$ cat src/rtl/vga_pkg.sv
// Shared 640x480@60 timing constants and lock-state encoding for the VGA sync decoder.
package vga_pkg;

  localparam int unsigned VGA_H_ACTIVE = 640;
  localparam int unsigned VGA_H_FP     = 16;
  localparam int unsigned VGA_H_SYNC   = 96;
  localparam int unsigned VGA_H_BP     = 48;
  localparam int unsigned VGA_H_TOTAL  = VGA_H_ACTIVE + VGA_H_FP + VGA_H_SYNC + VGA_H_BP;

  localparam int unsigned VGA_V_ACTIVE = 480;
  localparam int unsigned VGA_V_FP     = 10;
  localparam int unsigned VGA_V_SYNC   = 2;
  localparam int unsigned VGA_V_BP     = 33;
  localparam int unsigned VGA_V_TOTAL  = VGA_V_ACTIVE + VGA_V_FP + VGA_V_SYNC + VGA_V_BP;

  typedef enum logic [1:0] {SEARCH, MEASURE, LOCKED} vga_lock_state_t;

  function automatic int unsigned max_u(input int unsigned a, input int unsigned b);
    return (a > b) ? a : b;
  endfunction

endpackage

$ cat src/rtl/vga_edge_det.sv
// Two-flop sampler of one sync/blank input with rise/fall pulses between the two stages.
module vga_edge_det (
  input  logic vga_clock,
  input  logic reset_n,
  input  logic din,
  output logic level,
  output logic rise,
  output logic fall
);

  logic s1;
  logic s2;

  always_ff @(posedge vga_clock or negedge reset_n) begin
    if (!reset_n) begin
      s1 <= 1'b0;
      s2 <= 1'b0;
    end else begin
      s1 <= din;
      s2 <= s1;
    end
  end

  assign level = s1;
  assign rise  = s1 & ~s2;
  assign fall  = ~s1 & s2;

endmodule

$ cat src/rtl/vga_sync_decoder.sv
// Receive-side VGA timing decoder: pixel coordinates, line/frame measurement and lock FSM.
// Define VGA_SYNC_ERRCNT_EN to build the saturating violation counter on err_count.
module vga_sync_decoder
  import vga_pkg::*;
#(
  parameter int unsigned H_TOTAL     = VGA_H_TOTAL,
  parameter int unsigned V_TOTAL     = VGA_V_TOTAL,
  parameter int unsigned LOCK_FRAMES = 2,
  parameter int unsigned HW          = 10,
  parameter int unsigned VW          = 10
) (
  input  logic          vga_clock,
  input  logic          reset_n,
  input  logic          hsync_n,
  input  logic          vsync_n,
  input  logic          blank_n,
  output logic          pixel_valid,
  output logic [HW-1:0] pixel_x,
  output logic [VW-1:0] pixel_y,
  output logic          frame_start,
  output logic          locked,
  output logic          sync_err,
  output logic [HW-1:0] h_meas,
  output logic [VW-1:0] v_meas,
  output logic [15:0]   err_count
);

  localparam int unsigned TO_LIM = 2 * H_TOTAL;
  // Line counter is widened so the 2*H_TOTAL timeout stays reachable when HW is narrow.
  localparam int unsigned HCW = max_u(HW, $clog2(TO_LIM + 1));
  localparam logic [HCW:0]  H_TOTAL_L = (HCW+1)'(H_TOTAL);
  localparam logic [HCW:0]  TO_LIM_L  = (HCW+1)'(TO_LIM);
  localparam logic [VW:0]   V_TOTAL_L = (VW+1)'(V_TOTAL);
  localparam logic [3:0]    LOCK_L    = 4'(LOCK_FRAMES);

  logic hs_lvl, hs_rise, hs_fall;
  logic vs_lvl, vs_rise, vs_fall;
  logic bl_lvl, bl_rise, bl_fall;
  logic unused_edges;

  vga_edge_det u_hs (.vga_clock(vga_clock), .reset_n(reset_n), .din(hsync_n),
                     .level(hs_lvl), .rise(hs_rise), .fall(hs_fall));
  vga_edge_det u_vs (.vga_clock(vga_clock), .reset_n(reset_n), .din(vsync_n),
                     .level(vs_lvl), .rise(vs_rise), .fall(vs_fall));
  vga_edge_det u_bl (.vga_clock(vga_clock), .reset_n(reset_n), .din(blank_n),
                     .level(bl_lvl), .rise(bl_rise), .fall(bl_fall));

  assign unused_edges = ^{hs_lvl, hs_rise, vs_lvl, vs_rise};

  logic [HCW-1:0]  h_ctr;
  logic            h_seen;
  logic [VW-1:0]   v_ctr;
  logic            line_bad;
  logic [3:0]      good_cnt, good_nxt;
  vga_lock_state_t state, state_nxt;

  logic [HCW:0]  h_len;
  logic [VW-1:0] v_inc, v_len;
  logic          line_viol, timeout, frame_viol, any_viol;

  always_comb begin
    h_len      = {1'b0, h_ctr} + (HCW+1)'(1);
    line_viol  = hs_fall && h_seen && (h_len != H_TOTAL_L);
    timeout    = !hs_fall && (h_len == TO_LIM_L);
    v_inc      = (&v_ctr) ? v_ctr : v_ctr + VW'(1);
    v_len      = hs_fall ? v_inc : v_ctr;
    // The frame that first hands SEARCH a vsync is partial, so frames are judged only afterwards.
    frame_viol = vs_fall && (state != SEARCH) &&
                 (({1'b0, v_len} != V_TOTAL_L) || line_bad || line_viol || timeout);
    any_viol   = line_viol | timeout | frame_viol;
  end

  always_comb begin
    state_nxt = state;
    good_nxt  = good_cnt;
    unique case (state)
      SEARCH: begin
        good_nxt = '0;
        if (vs_fall && !any_viol) state_nxt = MEASURE;
      end
      MEASURE: begin
        if (any_viol) begin
          state_nxt = SEARCH;
          good_nxt  = '0;
        end else if (vs_fall) begin
          if (good_cnt + 4'd1 >= LOCK_L) state_nxt = LOCKED;
          good_nxt = good_cnt + 4'd1;
        end
      end
      LOCKED: begin
        if (any_viol) begin
          state_nxt = SEARCH;
          good_nxt  = '0;
        end
      end
      default: begin
        state_nxt = SEARCH;
        good_nxt  = '0;
      end
    endcase
  end

  always_ff @(posedge vga_clock or negedge reset_n) begin
    if (!reset_n) begin
      state    <= SEARCH;
      good_cnt <= '0;
    end else begin
      state    <= state_nxt;
      good_cnt <= good_nxt;
    end
  end

  always_ff @(posedge vga_clock or negedge reset_n) begin
    if (!reset_n) begin
      h_ctr       <= '0;
      h_seen      <= 1'b0;
      v_ctr       <= '0;
      line_bad    <= 1'b0;
      pixel_valid <= 1'b0;
      pixel_x     <= '0;
      pixel_y     <= '0;
      frame_start <= 1'b0;
      locked      <= 1'b0;
      sync_err    <= 1'b0;
      h_meas      <= '0;
      v_meas      <= '0;
    end else begin
      pixel_valid <= bl_lvl;
      frame_start <= vs_fall;
      sync_err    <= any_viol;
      locked      <= (state_nxt == LOCKED);
      line_bad    <= vs_fall ? 1'b0 : (line_bad | line_viol | timeout);

      if (hs_fall) begin
        h_ctr  <= '0;
        h_seen <= 1'b1;
        h_meas <= (|h_len[HCW:HW]) ? '1 : h_len[HW-1:0];
      end else begin
        if (!(&h_ctr)) h_ctr <= h_ctr + HCW'(1);
        if (timeout) h_seen <= 1'b0;
      end

      if (vs_fall) begin
        v_ctr  <= '0;
        v_meas <= v_len;
      end else if (hs_fall) begin
        v_ctr <= v_inc;
      end

      if (bl_rise) pixel_x <= '0;
      else if (bl_lvl) pixel_x <= pixel_x + HW'(1);

      if (vs_fall) pixel_y <= '0;
      else if (bl_fall) pixel_y <= pixel_y + VW'(1);
    end
  end

`ifdef VGA_SYNC_ERRCNT_EN
  always_ff @(posedge vga_clock or negedge reset_n) begin
    if (!reset_n) err_count <= '0;
    else if (any_viol && (err_count != 16'hFFFF)) err_count <= err_count + 16'd1;
  end
`else
  assign err_count = '0;
`endif

endmodule

$ cat config.mk
export PLATFORM = sky130hd
export DESIGN_NAME = vga_sync_decoder
export DESIGN_NICKNAME = d
export VERILOG_FILES = /design/src/rtl/vga_pkg.sv /design/src/rtl/vga_edge_det.sv /design/src/rtl/vga_sync_decoder.sv
export SDC_FILE = /design/constraint.sdc
export NUM_CORES = 1
export LEC_CHECK = 0
export ABC_AREA = 1
export CORE_UTILIZATION = 54
export CTS_CLUSTER_DIAMETER = 80
export CTS_CLUSTER_SIZE = 8
export DETAILED_ROUTE_END_ITERATION = 16
export PLACE_DENSITY_LB_ADDON = 0.15
export SETUP_SLACK_MARGIN = 0.15
export SKIP_CTS_REPAIR_TIMING = 1
export SLEW_MARGIN = 5
export SYNTH_ARGS = -nofsm -noshare
export SYNTH_HDL_FRONTEND = slang
export SYNTH_SLANG_ARGS = --single-unit
$ cat constraint.sdc
create_clock -name vga_clock -period 2.57 [get_ports vga_clock]
set_input_delay 0.3855 -clock vga_clock [delete_from_list [all_inputs] [get_ports vga_clock]]
set_output_delay 0.3855 -clock vga_clock [all_outputs]
set_load 0.02 [all_outputs]
Yosys cells after proc, flatten, opt, wreduce, memory -nomap -nowiden
Cells that the tools add are included.
- register bits: 78
- input bits: 5
- output and inout port bits: 60
- word-level logic and storage cells: 90
- add/sub/neg operators: 6
- order comparisons: 1
- equality and inequality tests: 9
- multiplexer cells: 23
- bitwise operators: 12
- reduce and logical (&&, ||, !) cells: 20
- operators with widths (kind ; count):
    two-way mux 10 bit ; 8
    adder 10 x 1 -> 10 bit (second input constant) ; 3
    two-way mux 11 bit ; 2
    adder 11 x 1 -> 12 bit (second input constant) ; 1
    equality test 12 x 11 -> 1 bit (second input constant) ; 1
    two-way mux 4 bit ; 3
    != test 12 x 10 -> 1 bit (second input constant) ; 1
    adder 11 x 1 -> 11 bit (second input constant) ; 1
    AND reduction 11 bit ; 1
    two-way mux 2 bit ; 5
    != test 10 bit (second input constant) ; 1
    AND reduction 10 bit ; 1
    one-hot mux 4 bit (2 select lines) ; 1
    nonzero test 2 bit ; 4
    logical AND 1 bit ; 6
    one-hot mux 2 bit (3 select lines) ; 1
    adder 4 x 1 -> 4 bit (second input constant) ; 1
    AND 1 bit ; 4
    equality test 2 bit (second input constant) ; 2
    >= comparator 4 x 2 -> 1 bit (second input constant) ; 1
    != test 2 bit (second input constant) ; 2
    NOT 1 bit ; 4
    OR 1 bit ; 4
    logical OR 1 bit ; 3
    7 further kinds ; 10

Logic depth before layout (Yosys ltp)
Gate-level depths: netlist of run 1.
- depth after elaboration: 14
- gate-level depth with buffers: 17
- mapped depth without buffers: 17

By module
From an unflattened synthesis of run 1, not the netlist that was laid out.
- cell total of the unflattened synthesis: 482
- area total of the unflattened synthesis: 3931.3 um^2
- by module, submodules not included (module ; times used ; cells an instance ; area each (um^2) ; sequential area each (um^2)):
    vga_sync_decoder ; 1 ; 464 ; 3736.1 ; 1826.8
    vga_edge_det ; 3 ; 6 ; 65.1 ; 50.0

Worst setup path before layout of run 1
No wires, ideal clock.
- kind: flip-flop to flip-flop
- from: reg v_ctr[0]
- to: reg good_cnt[0]
- setup time: 0.065 ns
- data arrival time: 1.873 ns
- required time: 2.505 ns
- setup slack: 0.632 ns
- stages on the path, launching flop included: 16
- path buffers: 0
- period minus slack after synthesis: 1.938 ns
- cells stage by stage: dfrtp_1 ha_1 nand2_2 nor2_4 nand3b_4 nand2_2 nand2_2 nand2_2 nand2_1 nor2_1 nand4_2 o21ai_4 nand2_2 nand2_2 nand2_1 nand2_1
- cells in the longest elaborated chain, start to end: 11
- elaborated cells on any way between the ends: 15
- those cells by class: 1 x add/sub; 3 x eq/ne; 4 x mux; 1 x bitwise; 6 x reduce/logical
- ends and longest elaborated chain (item ; line ; text):
    from (decl) ; vga_sync_decoder.sv:52 ; logic [VW-1:0] v_ctr;
    from (signal assigned) ; vga_sync_decoder.sv:147 ; v_ctr <= v_inc;
    adder 10 x 1 -> 10 bit / AND reduction 10 bit (equally long branches) ; vga_sync_decoder.sv:65 ; v_inc = (&v_ctr) ? v_ctr : v_ctr + VW'(1);
    two-way mux 10 bit ; vga_sync_decoder.sv:65 ;
    two-way mux 10 bit (*) ; n/a ;
    != test 10 bit (*) ; vga_sync_decoder.sv:69 ; (({1'b0, v_len} != V_TOTAL_L) || line_bad || line_viol || timeout);
    logical OR 1 bit (*) (3 in series) ; vga_sync_decoder.sv:69 ;
    logical AND 1 bit (*) ; vga_sync_decoder.sv:68 ; frame_viol = vs_fall && (state != SEARCH) &&
    OR 1 bit (*) ; vga_sync_decoder.sv:70 ; any_viol = line_viol | timeout | frame_viol;
    two-way mux 4 bit, or another cell as far along ; vga_sync_decoder.sv:82 ; if (any_viol) begin
    one-hot mux 4 bit (2 select lines) / AND reduction 2 bit (equally long branches) ; n/a ;
    to (signal assigned) ; vga_sync_decoder.sv:109 ; good_cnt <= good_nxt;
    to (decl) ; vga_sync_decoder.sv:54 ; logic [3:0] good_cnt, good_nxt;
Mark *: on every way between the ends. The rest lies on a longest branch, timed or not.
A chain may end at the register's enable or synchronous reset.

Final worst setup path of run 1
- from: reg v_ctr[0]
- to: reg good_cnt[2]
Same word-level chain as after synthesis.

==> results of run 1 <==
[layout make-up]
type	instances	share of cell area
Timing Repair Buffer	53	0.110
Multi-Input combinational cell	342	0.364
Clock buffer	13	0.0311
Inverter	67	0.0525
Tap cell	99	0.0258
Sequential cell	78	0.407
Clock inverter	3	0.00914
[kinds of logic after synthesis]
kind of cell | synth area share
AOI/OAI and AO/OA | 0.0900
DFF | 0.482
adders and majority gates | 0.0186
other | 0.000927
xor gates and xnor gates | 0.0108
and+or+nand+nor | 0.296
buffers and inverters | 0.101
[where the power goes]
part	internal (mW)	leakage, nW	switching [mW]
clock	0.477	0.0976	0.437
sequential	1.36	1.02	0.110
combinational	0.285	1.10	0.426
total	2.12	2.22	0.974
[metal layers]
metal | vias up | GRT usage | share of wire
met5 | - | 0 | 0
met4 | 0 | 0.0997 | 0.017
met3 | 15 | 0.0410 | 0.035
met2 | 72 | 0.377 | 0.48
met1 | 1567 | 0.298 | 0.47
li1 | 1674 | - | -
[registers in the layout (all words and copies together) (netlist names)]
| register | cells |
|---|---|
| sync_err | 1 |
| u_vs.level | 1 |
| frame_start | 1 |
| u_bl.s2 | 1 |
| u_hs.s2 | 1 |
| u_bl.level | 1 |
| h_ctr | 11 |
| h_meas | 10 |
| locked | 1 |
| u_vs.s2 | 1 |
| good_cnt | 4 |
| pixel_y | 10 |
| line_bad | 1 |
| pixel_x | 10 |
| state | 2 |
| u_hs.level | 1 |
| v_meas | 10 |
| v_ctr | 10 |
| h_seen | 1 |
[worst max-delay path by stage]
stage	from	end	slack (ns)	depth (start not counted)
after detailed placement	v_ctr[0]$_DFF_PN0_	good_cnt[2]$_DFFE_PN0P_	0.32	13
final	v_ctr[0]$_DFF_PN0_	good_cnt[2]$_DFFE_PN0P_	0.31	15
after floorplan	v_ctr[0]$_DFF_PN0_	good_cnt[0]$_DFFE_PN0P_	0.63	15
after CTS	v_ctr[0]$_DFF_PN0_	good_cnt[2]$_DFFE_PN0P_	0.30	15
after global placement	v_ctr[0]$_DFF_PN0_	good_cnt[0]$_DFFE_PN0P_	0.44	13
after global routing	v_ctr[0]$_DFF_PN0_	good_cnt[3]$_DFFE_PN0P_	0.16	15
[cells in the mapped netlist, types with 2 or more instances]
cell type  number
a21oi_1        20
clkbuf_1        8
nand3_4         2
nand2_2        14
inv_2           2
nand4_1        11
nor2_4          4
a31oi_1         5
ha_1            6
o21ai_1         5
nor2_1         54
nand3_1        37
nand3_2         2
and3_1          2
nor3_1         10
dfrtp_1        78
nor2_2         10
xnor2_1         3
nand2_1        95
buf_4          17
xor2_1          2
nand3b_1        2
inv_1          64
o21ai_0        32
[through the flow]
step                std cells  worst slack (ns)
floorplan                 512             0.632
global placement          639             0.435
detailed placement        639             0.321
CTS                       655             0.298
global route              655             0.158
finish                    655             0.312
[worst max-delay path, stage by stage (launching register included)]
cell      delay (ns)
dfrtp_1         0.41
ha_1            0.22
nand2_2         0.08
nor2_4          0.17
nand3b_4        0.15
nand2_2         0.10
nand2_2         0.05
nand2_2         0.06
nand2_1         0.05
nor2_1          0.13
nand4_2         0.15
o21ai_4         0.25
nand2_4         0.10
nor2_1          0.13
nand2_1         0.08
nand2_1         0.07
==> results.json, run 1 <==
{
  "status": "complete, no violations",
  "num_rows": 31,
  "synth_area_leader_cell": "dfrtp_1",
  "nNetsFinal": 562,
  "async_flop_share": 1.00,
  "cp_data_required_time_ns": 2.86,
  "drive_above_1_share": 0.108,
  "arrival_ns": 2.55,
  "clk_pin_slew_worst_paths_ns": 0.08,
  "reg2reg_from": "v_ctr[0]$_DFF_PN0_",
  "whs_ns": 0.0584,
  "grt_pass1_vias": 3101,
  "pin_count": 65,
  "portBuffers": 48,
  "vias": 3328,
  "p_per_area_nw_per_um2": 645,
  "synthCells": 497,
  "grt_max_degree": 51,
  "ys.warnings.count": 0,
  "skew_ns": 0.0107,
  "multiInputGateArea_um2": 1740,
  "synth_area_per_cell_um2": 8.14,
  "drt_iter0_markers": 166,
  "die_y_um": 88.6,
  "totalPowerFinal_mw": 3.09,
  "synthTopCellsByArea": "dfrtp_1, nand2_1, inv_1",
  "setup_viol": 0,
  "ir_drop_uv": 362,
  "start_util": 0.558,
  "endpoint_kind": "flip-flop",
  "cts_tree": "done",
  "crit_path_max_fanout": 9,
  "fillers": 636,
  "mappedNetlistArea_um2": 4050,
  "wl_mm": 8.06,
  "finalHoldViolCount": 0,
  "cts_max_level": 3,
  "finalInstanceArea_um2": 4790,
  "slew_headroom": 0.586,
  "regToRegSetupSlack_ns": 0.31,
  "reg2regPathDepth": 15,
  "setup.worst_path.start_class": "flip-flop",
  "final_common_cell": "nand2_1",
  "fin_util": 0.661,
  "numCtsBuffers": 9,
  "clock_path_buffers": 2,
  "clkSinkCount": 78,
  "grt_pass1_wl_mm": 13.7,
  "area_growth_syn_to_layout_pct": 18.4,
  "worst_skew_pair.late_latency_ns": 0.35,
  "coreArea_um2": 7250,
  "rsz0062_at_grt": "no",
  "cap_violations": 0,
  "worst_pin_slew_ns": 0.622,
  "num_antenna_cells": 0,
  "finalWorstPathRequiredPeriod_ns": 2.26,
  "synth_top_area_frac": 0.482,
  "drtPass1Iterations": 4,
  "finalSetupTns_ns": 0,
  "dpl_cell_area_um2": 4600,
  "dieArea_um2": 7840,
  "worst_hold_path_type": "in -> async",
  "report.final.slew_viol_count": 0,
  "ant_nets": 0,
  "routabilityCongestion": 0.892,
  "fmax_mhz": 443,
  "synth_edf_count": 0,
  "seqCellArea_um2": 1950,
  "dpl.hpwl_mm": 5.86,
  "synth_top_flop_cell": "dfrtp_1",
  "yosys.cell_types.count": 36,
  "crit_type": "reg -> reg",
  "grt.total_usage": 0.229,
  "drcViolationCount": 0,
  "p_leak_nw": 2.22,
  "cts-root-buf": "clkbuf_8",
  "wl_per_cell_um": 12.3,
  "overflow": 0,
  "mostFrequentLayoutCells": "nand2_1, dfrtp_1, inv_1",
  "antenna_found_initial": 0,
  "yosysSeqAreaShare": 0.482,
  "fin_crit_sh": 0.878,
  "reg2reg_to": "good_cnt[2]$_DFFE_PN0P_",
  "vias_per_cell": 5.08,
  "synth-seq-cells": 78,
  "die_w_um": 88.6
}
Note: power is estimated with default switching activity, not from simulation.
==> run 2, diff against run 1 <==
Settings changed: ABC_AREA 1 to not set, CAP_MARGIN set to 20, CORE_UTILIZATION 54 to 53, PLACE_DENSITY set to 0.8, PLACE_DENSITY_LB_ADDON 0.15 to not set.
==> run 2 against run 1 <==
Combinational power is 32% lower. Via count decreased by 7.9%. Non-clock buffer count is the same. Critical path depth fell by 9. Sequential cell count unchanged. Total power fell by 11%. Cell count shrank 15%. Clock skew grew 0.00066 ns. Synthesized cell count fell by 18%. Synthesized area down 2.9%. Cell area down 4.3%. Sequential share of layout area increased by 1.8 points. Largest cell class unchanged.
==> results.json, run 2 <==
{
  "finalNonFillerCells": 555,
  "endpoint_kind": "flip-flop",
  "coreArea_um2": 7210,
  "yosys.cell_types.count": 56,
  "regMostFlops": "h_ctr",
  "fmax_mhz": 445,
  "antenna_found_initial": 0,
  "finalWorstPathRequiredPeriod_ns": 2.25,
  "setup_viol": 0,
  "synthTopCellsByArea": "dfrtp_1, nor2_1, nand2_1",
  "finalHoldViolCount": 0,
  "cts_tree": "done",
  "crit_type": "reg -> reg",
  "worst_pin_slew_ns": 0.965,
  "synth_area_per_cell_um2": 9.68,
  "setup.worst_path.start_class": "flip-flop",
  "clock_path_buffers": 2,
  "numCtsBuffers": 9,
  "reg2reg_from": "h_ctr[0]$_DFFE_PN0P_",
  "reg2reg_to": "sync_err$_DFF_PN0_",
  "p_leak_nw": 2.02,
  "cts-root-buf": "clkbuf_8",
  "worst_skew_pair.late_latency_ns": 0.36,
  "arrival_ns": 2.49,
  "drive_above_1_share": 0.0636,
  "wl_mm": 7.95,
  "portBuffers": 48,
  "overflow": 0,
  "synth-seq-cells": 78,
  "status": "complete, no violations",
  "synth_top_area_frac": 0.497,
  "p_per_area_nw_per_um2": 597,
  "cp_data_required_time_ns": 2.81,
  "vias_per_cell": 5.52,
  "grt_pass1_wl_mm": 13.2,
  "synthCells": 406,
  "nNetsFinal": 462,
  "cap_violations": 0,
  "ant_nets": 0,
  "die_w_um": 88.1,
  "mappedNetlistArea_um2": 3930,
  "drtPass1Iterations": 4,
  "routabilityCongestion": 0.939,
  "reg2regPathDepth": 6,
  "grt_max_degree": 79,
  "yosysSeqAreaShare": 0.497,
  "report.final.slew_viol_count": 0,
  "die_y_um": 88.1,
  "vias": 3064,
  "skew_ns": 0.0114,
  "area_growth_syn_to_layout_pct": 16.7,
  "finalSetupTns_ns": 0,
  "synth_edf_count": 0,
  "ir_drop_uv": 359,
  "clk_pin_slew_worst_paths_ns": 0.08,
  "rsz0062_at_grt": "no",
  "cts_max_level": 3,
  "ys.warnings.count": 0,
  "synthMostInstantiatedCell": "dfrtp_1",
  "grt_pass1_vias": 2735,
  "final_common_cell": "dfrtp_1",
  "mostFrequentLayoutCells": "dfrtp_1, clkdlybuf4s50_1, nor2_1",
  "drt_iter0_markers": 127,
  "num_rows": 31,
  "ys_top_cells_by_count": "dfrtp_1, nor2_1, nand2_1, o21ai_0, nand3_1",
  "grt.total_usage": 0.223,
  "dpl.hpwl_mm": 5.46,
  "slew_headroom": 0.357,
  "drcViolationCount": 0,
  "regToRegSetupSlack_ns": 0.32,
  "dp_cells": 539,
  "num_antenna_cells": 0,
  "start_util": 0.545,
  "dieArea_um2": 7760,
  "async_flop_share": 1.00,
  "synth_area_leader_cell": "dfrtp_1",
  "worst_hold_path_type": "in -> async",
  "largest_reg_flops": 11,
  "synth_top_flop_cell": "dfrtp_1",
  "crit_path_max_fanout": 9,
  "pin_count": 65,
  "wl_per_cell_um": 14.3,
  "fin_crit_sh": 0.875,
  "clkSinkCount": 78
}
run 2: changes by cell type in the layout (fill, tap and decap cells not counted), moves of 10 or more:
cell,change
inv_1,-58
nor2_2,-10
xor2_1,+12
nand3_1,-16
nand2_1,-57
nand2_2,-13
run 2: how the worst max path moves through the flow:
stage	from	to	slack (ns)	depth (start not counted)
2_1_floorplan	h_ctr[0]$_DFFE_PN0P_	sync_err$_DFF_PN0_	0.49	8
3_3_place_gp	h_ctr[0]$_DFFE_PN0P_	sync_err$_DFF_PN0_	0.39	6
3_5_place_dp	h_ctr[0]$_DFFE_PN0P_	sync_err$_DFF_PN0_	0.35	6
4_1_cts	h_ctr[0]$_DFFE_PN0P_	sync_err$_DFF_PN0_	0.31	6
5_1_grt	v_ctr[0]$_DFF_PN0_	sync_err$_DFF_PN0_	0.17	7
6_report	h_ctr[0]$_DFFE_PN0P_	sync_err$_DFF_PN0_	0.32	6
run 2: cell families (layout without fill, tap and decap cells):
group / Yosys count / after routing / synth area share
multiplexers: 8 / 8 / 0.0204
adder cells (fa/ha/maj): 6 / 6 / 0.0191
flip-flops: 78 / 78 / 0.497
AO/OA/AOI/OAI: 83 / 83 / 0.132
AND/OR/NAND/NOR: 163 / 163 / 0.211
XOR/XNOR: 26 / 26 / 0.0579
buffers and inverters: 41 / 76 / 0.0618
other: 1 / 16 / 0.000954
run 2: critical path, cell delays in order, from the launching register on:
cell and delay (ns):
dfrtp_1 0.47, nand4_2 0.21, or4b_1 0.58, a221oi_2 0.27, a41o_1 0.21, nand2_2 0.13
or2_1 0.27
run 2: layout make-up:
type | instances | area [µm²]
Multi-Input combinational cell | 302 | 1790
Clock buffer | 11 | 141
Timing Repair Buffer | 53 | 515
Sequential cell | 78 | 1950
Fill cell | 630 | 2630
Inverter | 7 | 26.3
Tap cell | 99 | 124
Clock inverter | 5 | 35.0
run 2: per-layer routing:
layer,global-route usage,part of all wire,up-vias
met2,0.342,0.48,73
met5,0,0,-
met3,0.0575,0.044,6
met1,0.307,0.47,1506
met4,0.0806,0.0077,0
li1,-,-,1479
run 2: report_power, final:
group | total, mW | internal [mW] | switching, mW
registers | 1.43 | 1.32 | 0.105
logic | 0.480 | 0.208 | 0.272
clock network | 0.828 | 0.375 | 0.453
run 2: per-stage QoR:
stage | util | setup WS (ns) | hold slack [ns] | power [mW] | area (µm²)
final | 0.636 | 0.322 | 0.190 | 2.74 | 4590
after global routing | 0.636 | 0.173 | 0.273 | 2.88 | 4590
after CTS | 0.636 | 0.306 | 0.215 | 2.77 | 4590
after detailed placement | 0.611 | 0.347 | 0.354 | 1.94 | 4410
after global placement | 0.611 | 0.391 | 0.357 | 1.92 | 4410
after floorplan | - | 0.487 | 0.0899 | 1.75 | 3990
==> run 3, diff against run 2 <==
Clock period 2.57 ns to 2.5 ns, I/O delays scaled along.
==> run 3 against run 2 <==
The flow now finishes with violations (hold timing). Clock skew decreased by 0.0032 ns. Clock-buffer cell count unchanged. Fmax increased by 1.0%. Core utilization up 0.43 points. Sequential power up 3%. Die area did not move. Highest routed layer unchanged.
==> results.json, run 3 (synthesis results as in run 2) <==
{
  "status": "complete, but fails checks",
  "failed_checks": "hold timing",
  "fmax_mhz": 449,
  "dieArea_um2": 7760,
  "num_rows": 31,
  "coreArea_um2": 7210,
  "drcViolationCount": 0,
  "wl_per_cell_um": 14.3,
  "rsz0062_at_grt": "no",
  "p_leak_nw": 2.04,
  "vias": 3096,
  "grt_pass1_wl_mm": 13.1,
  "drtPass1Iterations": 4,
  "pin_count": 65,
  "fin_crit_sh": 0.890,
  "crit_slowest_cell": "or4b_1",
  "cp_data_required_time_ns": 2.74,
  "area_growth_syn_to_layout_pct": 17.5,
  "finalNonFillerCells": 556,
  "die_y_um": 88.1,
  "regMostFlops": "h_ctr",
  "p_per_area_nw_per_um2": 613,
  "dpl.hpwl_mm": 5.59,
  "drive_above_1_share": 0.0722,
  "dpl_cell_area_um2": 4440,
  "worstPathCellList": "nand4_2 > or4b_1 > a221oi_2 > a41o_1 > nand2_2 > or2_1",
  "clkSinkCount": 78,
  "crit_path_max_incr_delay_ns": 0.58,
  "clk_pin_slew_worst_paths_ns": 0.08,
  "grt_max_degree": 43,
  "endpoint_kind": "flip-flop",
  "cts_tree": "done",
  "grt_pass1_vias": 2825,
  "start_util": 0.545,
  "numCtsBuffers": 9,
  "setup_viol": 0,
  "overflow": 0,
  "grt.total_usage": 0.220,
  "portBuffers": 48,
  "crit_type": "reg -> reg",
  "cp_top_family": "simple AND/OR/NAND/NOR gates",
  "ant_nets": 0,
  "dp_cells": 541,
  "ir_drop_uv": 388,
  "mostFrequentLayoutCells": "dfrtp_1, clkdlybuf4s50_1, nor2_1",
  "cap_violations": 0,
  "cp_num_buf_inv": 0,
  "wl_mm": 7.92,
  "report.final.slew_viol_count": 0,
  "final_common_cell": "dfrtp_1",
  "routabilityCongestion": 0.932,
  "finalWorstPathRequiredPeriod_ns": 2.22,
  "finalHoldViolCount": 36,
  "finalSetupTns_ns": 0,
  "finalInstanceArea_um2": 4620,
  "worst_skew_pair.late_latency_ns": 0.35,
  "setup.worst_path.start_class": "flip-flop",
  "vias_per_cell": 5.57,
  "die_w_um": 88.1,
  "cts-root-buf": "clkbuf_8",
  "skew_ns": 0.00815,
  "num_antenna_cells": 0,
  "whs_ns": -0.0199,
  "drt_iter0_markers": 179,
  "worst_hold_path_type": "in -> async",
  "arrival_ns": 2.46,
  "largest_reg_flops": 11,
  "cts_max_level": 3,
  "nNetsFinal": 464,
  "crit_path_max_fanout": 9,
  "antenna_found_initial": 0,
  "clock_path_buffers": 2
}
-- run 3: cell type report --
| cell class | instances | area, µm² |
|---|---|---|
| Clock buffer | 11 | 151 |
| Clock inverter | 4 | 22.5 |
| Fill cell | 597 | 2600 |
| Inverter | 7 | 26.3 |
| Multi-Input combinational cell | 302 | 1800 |
| Sequential cell | 78 | 1950 |
| Tap cell | 99 | 124 |
| Timing Repair Buffer | 55 | 543 |
-- run 3: where the power goes --
| part | total [mW] | internal, mW | switching, mW |
|---|---|---|---|
| registers | 1.47 | 1.36 | 0.110 |
| clock network | 0.856 | 0.404 | 0.452 |
| logic | 0.501 | 0.219 | 0.282 |
| total | 2.83 | 1.98 | 0.844 |
-- run 3: through the flow --
| step | setup slack [ns] | power [mW] | util |
|---|---|---|---|
| floorplan | 0.417 | 1.80 | - |
| global placement | 0.295 | 1.98 | 0.615 |
| detailed placement | 0.232 | 2.00 | 0.615 |
| CTS | 0.217 | 2.85 | 0.639 |
| global route | 0.156 | 2.96 | 0.640 |
| finish | 0.275 | 2.83 | 0.640 |
-- run 3: worst paths after layout --
kind	cells after the start	end	startpoint	slack [ns]
worst min-delay path	1	v_meas[6]$_DFFE_PN0P_	reset_n	-0.02
max in group asynchronous	2	h_ctr[0]$_DFFE_PN0P_	reset_n	1.93
worst min register to register	0	u_vs.s2$_DFF_PN0_	u_vs.level$_DFF_PN0_	0.39
worst max-delay path	6	sync_err$_DFF_PN0_	h_ctr[1]$_DFFE_PN0P_	0.28
min in group vga_clock	0	u_vs.s2$_DFF_PN0_	u_vs.level$_DFF_PN0_	0.39
worst max register to register	6	sync_err$_DFF_PN0_	h_ctr[1]$_DFFE_PN0P_	0.28
-- run 3: layer usage --
layer / track usage / up-vias / wire (µm)
met5: 0 / - / 0
met4: 0.0733 / 0 / 123
met3: 0.0443 / 11 / 390
met2: 0.354 / 101 / 3770
met1: 0.299 / 1498 / 3640
li1: - / 1486 / -
